--- src/rtl/mem_stage.sv ---
// mem_stage: memory-access stage; single-request data-cache handshake, load alignment, MEM->WB bus.
// Optional define MEM_UNALIGNED_EXC_EN traps misaligned word accesses instead of issuing them.
module mem_stage (
   input  logic         clk,
   input  logic         resetn,
   input  logic         MEM_valid,
   input  logic         MEM_go,
   input  logic [154:0] EXE_MEM_bus_r,
   output logic         data_req,
   output logic         data_wr,
   output logic [3:0]   data_wstrb,
   output logic [31:0]  data_addr,
   output logic [31:0]  data_wdata,
   input  logic         data_addr_ok,
   input  logic         data_data_ok,
   input  logic [31:0]  data_rdata,
   output logic         MEM_over,
   output logic [117:0] MEM_WB_bus,
   output logic [4:0]   MEM_wdest,
   output logic [31:0]  MEM_fwd_wdata,
   output logic         MEM_load_pending,
   output logic         mem_addr_exc,
   output logic [31:0]  bad_vaddr
);

   typedef enum logic [1:0] {S_IDLE, S_REQ, S_WAIT, S_DONE} state_e;

   state_e      state_q, state_d;
   logic [31:0] rdata_q;

   // Low 54 bits of the EXE bus: {hi_write..eret (16), rf_wen, rf_wdest, pc}.
   logic        ld, st, word, sgn;
   logic [31:0] store_data, exe_result, lo_result, pc;
   logic [15:0] misc_ctrl;
   logic        rf_wen_in;
   logic [4:0]  rf_wdest;
   logic        unused_bus_bit;

   assign {ld, st, word, sgn} = EXE_MEM_bus_r[153:150];
   assign store_data          = EXE_MEM_bus_r[149:118];
   assign exe_result          = EXE_MEM_bus_r[117:86];
   assign lo_result           = EXE_MEM_bus_r[85:54];
   assign misc_ctrl           = EXE_MEM_bus_r[53:38];
   assign rf_wen_in           = EXE_MEM_bus_r[37];
   assign rf_wdest            = EXE_MEM_bus_r[36:32];
   assign pc                  = EXE_MEM_bus_r[31:0];
   assign unused_bus_bit      = EXE_MEM_bus_r[154];

   logic mem_op, misaligned;
   assign mem_op = ld | st;

`ifdef MEM_UNALIGNED_EXC_EN
   assign misaligned   = mem_op & word & (exe_result[1:0] != 2'b00);
   assign mem_addr_exc = MEM_valid & misaligned;
   assign bad_vaddr    = mem_addr_exc ? exe_result : 32'd0;
`else
   assign misaligned   = 1'b0;
   assign mem_addr_exc = 1'b0;
   assign bad_vaddr    = 32'd0;
`endif

   // NOTE: every always_comb assigns its outputs a default first so no path can infer a latch.
   always_comb begin
      state_d = state_q;
      case (state_q)
         S_IDLE:  if (MEM_valid & mem_op & ~misaligned) state_d = S_REQ;
         S_REQ:   if (data_addr_ok) state_d = S_WAIT;
         S_WAIT:  if (data_data_ok) state_d = S_DONE;
         S_DONE:  state_d = S_DONE;
         default: state_d = S_IDLE;
      endcase
      if (MEM_go) state_d = S_IDLE;
   end

   // NOTE: sequential state uses non-blocking assignments and resets asynchronously on resetn low.
   always_ff @(posedge clk or negedge resetn) begin
      if (!resetn) begin
         state_q <= S_IDLE;
         rdata_q <= 32'd0;
      end else begin
         state_q <= state_d;
         if ((state_q == S_WAIT) && data_data_ok) rdata_q <= data_rdata;
      end
   end

   // The bus register is frozen while the instruction sits in MEM, so the request fields stay stable.
   assign data_req   = (state_q == S_REQ);
   assign data_wr    = st;
   assign data_addr  = word ? {exe_result[31:2], 2'b00} : exe_result;
   assign data_wdata = word ? store_data : {4{store_data[7:0]}};

   always_comb begin
      data_wstrb = 4'b0000;
      if (st) data_wstrb = word ? 4'b1111 : (4'b0001 << exe_result[1:0]);
   end

   logic [7:0]  load_byte;
   logic [31:0] mem_result;

   always_comb begin
      load_byte = rdata_q[7:0];
      case (exe_result[1:0])
         2'd1:    load_byte = rdata_q[15:8];
         2'd2:    load_byte = rdata_q[23:16];
         2'd3:    load_byte = rdata_q[31:24];
         default: load_byte = rdata_q[7:0];
      endcase

      mem_result = exe_result;
      if (ld & ~st & ~misaligned) begin
         if (word) mem_result = rdata_q;
         else      mem_result = {{24{sgn & load_byte[7]}}, load_byte};
      end
   end

   logic rf_wen_out;
   assign rf_wen_out = rf_wen_in & ~misaligned;

   assign MEM_over         = MEM_valid & (~mem_op | (state_q == S_DONE) | mem_addr_exc);
   assign MEM_WB_bus       = {rf_wen_out, rf_wdest, mem_result, lo_result, misc_ctrl, pc};
   assign MEM_wdest        = rf_wdest & {5{MEM_valid}};
   assign MEM_fwd_wdata    = mem_result;
   assign MEM_load_pending = MEM_valid & ld & (state_q != S_DONE);

endmodule
--- config.mk ---
export PLATFORM = sky130hd
export DESIGN_NAME = mem_stage
export DESIGN_NICKNAME = d
export VERILOG_FILES = /design/src/rtl/mem_stage.sv
export SDC_FILE = /design/constraint.sdc
export NUM_CORES = 1
export LEC_CHECK = 0
export CORE_AREA = 4 4 175 177
export CTS_BUF_LIST = sky130_fd_sc_hd__clkbuf_4 sky130_fd_sc_hd__clkbuf_8
export CTS_CLUSTER_SIZE = 28
export DETAILED_ROUTE_END_ITERATION = 6
export DIE_AREA = 0 0 179 181
export DONT_BUFFER_PORTS = 1
export GPL_TIMING_DRIVEN = 0
export PLACE_DENSITY_LB_ADDON = 0.2
export SYNTH_ARGS = -nofsm -noshare
export SYNTH_HDL_FRONTEND = slang
export SYNTH_SLANG_ARGS = --single-unit
--- constraint.sdc ---
create_clock -name clk -period 3.3 [get_ports clk]
set_input_delay 0.66 -clock clk [delete_from_list [all_inputs] [get_ports clk]]
set_output_delay 0.66 -clock clk [all_outputs]
set_load 0.01 [all_outputs]
; ---- After elaboration in Yosys (flattened, before gate mapping)
; Cells that the tools add are included.
[totals]
elab_cells = 39
reg_bits = 34
input_bits = 193
out_inout_bits = 260
[classes]
n_eq_ne = 10
shift = 1
bitwise = 11
muxes = 12
reduce_logical = 3
[ops]
columns = operator, n
row1 = $mux W32, 3
row2 = $pmux W8 S3, 1
row3 = $mux W2, 5
row4 = $eq A2 B2 Y1 const B, 4
row5 = $mux W4, 2
row6 = $pmux W2 S4, 1
row7 = $and A1 B1 Y1, 6
row8 = $ne A3 B3 Y1 const B, 2
row9 = $and A5 B5 Y5, 1
row10 = $eq A2 B1 Y1 const B, 2
row11 = $shl A1 B2 Y4 const A, 1
row12 = $ne A3 B2 Y1 const B, 1
row13 = $reduce_and A3 Y1, 1
row14 = $logic_not A2 Y1, 1
row15 = $ne A2 B2 Y1 const B, 1
row16 = $not A1 Y1, 2
row17 = $or A1 B1 Y1, 2
row18 = $logic_and A1 B1 Y1, 1

; ---- Logic depth before layout (Yosys ltp)
; Gate-level depths: netlist of the first run.
[depth]
ltp_word = 5
depth_mapped = 6
ltp_nobuf = 3

; ---- Worst setup path after synthesis of the first run
; No wires, ideal clock.
[synth_path]
path_kind = input-to-output
from = input port EXE_MEM_bus_r[151]
to = output port MEM_fwd_wdata[11]
setup_slack_ps = 884
t_arrival_ps = 1756
path_buffers = 3
t_required_ps = 2640
cell_stages = 6
path_cell_list = buf_2 -> nor2_1 -> a32oi_4 -> buf_6 -> a31oi_1 -> buf_4
[synth_via]
elab_chain_cells = 2
[synth_lines]
columns = element, line
row1 = from (decl), 8  ; input logic [154:0] EXE_MEM_bus_r,
row2 = $mux W32, 111  ; if (word) mem_result = rdata_q;
row3 = $mux W32, 110  ; if (ld & ~st & ~misaligned) begin
row4 = to (decl), 20  ; output logic [31:0] MEM_fwd_wdata,
; Every way passes these cells.

; ---- Worst setup path after layout of the first run
[layout_path]
from = input port EXE_MEM_bus_r[153]
to = output port MEM_fwd_wdata[20]
[layout_via]
elab_chain_cells = 2
[layout_lines]
columns = element, line
row1 = $and A1 B1 Y1, 110
row2 = $mux W32, 110
; Every way passes these cells.

==> out/qor.log, run 1 <==
[critical_path] critical path required time 2.64 ns
[cells_and_area] footprint of the flip-flops and latches 850.8 um2
[clock_tree] post-cts gate resize count 0
[global_route] vias in the first global route 3112
[clock_tree] H-tree levels 2
[cells_and_area] ratio of cells with drive above 1 in the final layout 46.40%
[synth] most common library cells after synthesis buf_4, nand2_1, nor2_1, dfrtp_1, mux2_2
[critical_path] worst endpoint data arrival time 2.38 ns
[timing] Final Setup Violations 0
[clock_tree] clock sink count 34
[place] Final Wtd Congestion 0.7674
[timing] setup repair after global routing missed its margin no
[synth] fraction of synthesis flops using an asynchronous set or reset pin 100.0%
[clock_tree] TritonCTS clock tree yes
[synth] number of enable-type register cells in the synthesized netlist 0
[clock_tree] clock latency reported for the late side of the worst-skew pair 0.29 ns
[floorplanning] num ports 453
[timing] aggregate negative setup slack 0 ns
[floorplanning] Core Footprint 29240 um2
[global_route] number of antenna violations at the first check in global routing 3
[cells_and_area] area added between synthesis and finish 18.30%
[timing] measured slew at the worst slew-check pin 0.7975 ns
[global_route] global-route wire length before repair 23740 um
[status] status complete, no violations
[clock_tree] CTS Buf Count 5
[clock_tree] Root Buffer Master clkbuf_8
[synth] leading post-synthesis cells by cell area buf_4, dfrtp_1, mux2_2, nand2_1, a31oi_1
[clock_tree] maximum count of clock buffers along a single path 2
[timing] worst clock skew on the final layout 0.009272 ns
[synth] Avg Inst Size Synth 7.889 um2
[route] routed length per instance 20.25 um
[worst_hold_path] path category of the worst min-delay check in -> async
[route] antenna-violating nets left 0
[timing] tightest slew margin relative to the limit 46.72%
[clock_tree] post-cts hold buffer count 0
[place] DP Cell Count 910
[floorplanning] DIE AREA 32400 um2
[critical_path] nature of the critical path endpoint output pin
[route] DRC Markers 0
[pwr] pwr/cell area 414.5 nW/um2
[timing] Final Critical Period 3.040 ns
[clock_tree] clock transition at the registers of the reported paths 0.08 ns
[cells_and_area] number of nets in the final layout 720
[synth] top cell type's share of synthesized area 37.05%
[synth] number of warnings printed during yosys synthesis 0
[timing] count of final hold-check violations 0
[global_route] pin count of the biggest net entering global routing 35
[critical_path] crit-path max FO 10
[pwr] maximum VDD drop 0.1517 mV
[global_route] aggregate global-route resource usage 10.24%
[pwr] Power Total 1.888 mW
[route] post-detailed-routing wire length 18590 um
[timing] f_max 0.3290 GHz
[flow_run] maximum capacitance violations 0
[floorplanning] y dimension of the die 181 um
[synth] number of library cell types mapped by synthesis 26
[critical_path] critical path start-end classification in -> out
[synth] largest area contributor in the netlist buf_4
[timing] WHS 0.05769 ns
[cells_and_area] number of fill cells in the layout 3353
[synth] Post-Synthesis Cells 488
[timing] share of the clock period used by the worst path after layout 92.11%
[synth] Most used DFF post-synth dfrtp_1
[global_route] overflow left after global routing 0
[route] iteration count of the initial detailed-routing pass 4
[cells_and_area] area of the multi-input gates 1570 um2
[timing] pins over their slew limit 0
[cells_and_area] post-layout instance count excluding filler cells 918
[route] initial drt markers 102
[route] detail-routed via count per cell 3.480
[pwr] leakage power summed over all cells 2.222 nW
[critical_path] FF-to-FF path depth 3
[cells_and_area] # diodes 0
[route] number of vias in the routed layout 3195
[floorplanning] Starting Density 13.16%
[synth] area of the mapped netlist 3850 um2
[synth] most common cell in the synthesized netlist buf_4
[floorplanning] die boundary width 179 um
[critical_path] crit start category input port
[floorplanning] row count 63
[place] DP HPWL 16430 um
[place] buffers added on ports 0
[clock_tree] number of setup buffers added after CTS 0
[synth] number of synthesized register bits 34
[synth] sequential-to-total area share from yosys stat 22.10%
report_power, final:
| group | internal [mW] | switching [mW] | total, mW |
|---|---|---|---|
| logic | 0.401 | 0.423 | 0.824 |
| registers | 0.572 | 0.153 | 0.724 |
| clock network | 0.168 | 0.172 | 0.340 |
through the flow:
stage	worst slack (ns)	util [%]	area, um2
after global placement	0.03908	15.24	4458
final	0.2605	15.57	4554
after global routing	0.03493	15.57	4554
after floorplan	0.8839	-	3970
after detailed placement	0.03747	15.24	4458
after CTS	0.03689	15.57	4553
metal layers:
metal	global-route usage, %	up-vias	part of all wire [%]
met3	3.557	11	10
met1	12.30	1513	38
li1	-	1444	-
met4	0.8290	6	0.41
met2	18.24	221	51
met5	0	-	0.15
kinds of logic (layout without fill, tap and decap cells):
kind of cell    Yosys count  count (layout)  share of synthesized area, %
flops                    34              34                         22.10
simple gates            140             140                         15.37
buf+inv                 214             222                         40.23
mux                      42              42                         12.12
compound gates           57              57                         10.07
other cells               1              33                       0.09740
registers in the layout, indices dropped and copies added (netlist names):
name / count
rdata_q: 32
state_q: 2
cell usage in the layout, fill, tap and decap left out:
| cell | n |
|---|---|
| and2_1 | 7 |
| clkbuf_8 | 6 |
| clkinvlp_4 | 1 |
| a32oi_4 | 1 |
| mux2_4 | 1 |
| and3b_1 | 1 |
| nand2b_1 | 8 |
| a222oi_1 | 1 |
| nand3b_1 | 1 |
| buf_4 | 190 |
| a21oi_1 | 11 |
| buf_6 | 3 |
| buf_1 | 1 |
| nor2_1 | 35 |
| clkbuf_2 | 1 |
| mux2i_1 | 8 |
| clkbuf_1 | 11 |
| buf_2 | 8 |
| dfrtp_1 | 34 |
| clkinv_2 | 1 |
| nor2b_1 | 7 |
| mux2_2 | 33 |
| conb_1 | 33 |
| nand2_1 | 80 |
| o21bai_1 | 1 |
| a31oi_1 | 31 |
| o21a_1 | 3 |
| o21ai_0 | 2 |
| and3_1 | 1 |
| a211o_1 | 7 |
final timing paths:
check | start | end | slack, ns
setup / recovery | EXE_MEM_bus_r[153] | MEM_fwd_wdata[20] | 0.26
hold / removal | resetn | rdata_q[12]$_DFFE_PN0P_ | 0.06
setup reg to reg | state_q[0]$_DFFE_PN0P_ | rdata_q[13]$_DFFE_PN0P_ | 1.68
hold reg to reg | rdata_q[2]$_DFFE_PN0P_ | rdata_q[2]$_DFFE_PN0P_ | 0.51
max in group asynchronous | resetn | rdata_q[28]$_DFFE_PN0P_ | 3.14
min in group clk | MEM_go | state_q[1]$_DFFE_PN0P_ | 0.43
final cells by class:
cell class                      instances  share of cell area (%)
Clock inverter                          2                  0.2747
Sequential cell                        34                   18.68
Tap cell                              390                   10.71
Clock buffer                            6                   1.813
Multi-Input combinational cell        272                   34.48
Buffer                                214                   34.04
critical path: stages:
cell	delay (ns)
nor2b_1	0.10
buf_2	0.29
clkbuf_1	0.42
nor2_1	0.07
a31oi_1	0.59
buf_4	0.24
Note: power is estimated with default switching activity, not from simulation.
==> run 2, diff against run 1 <==
Settings changed: CAP_MARGIN from default to 20.
==> results of run 2 <==
No change in the layout: final DEF, timing and power equal those of run 1.
==> run 3, diff against run 2 <==
Settings changed: CTS_BUF_LIST sky130_fd_sc_hd__clkbuf_4 sky130_fd_sc_hd__clkbuf_8 to sky130_fd_sc_hd__clkbuf_8, GPL_ROUTABILITY_DRIVEN from default to 0, TNS_END_PERCENT from default to 10.
==> results of run 3 <==
No change in the layout: final DEF, timing and power equal those of run 1.
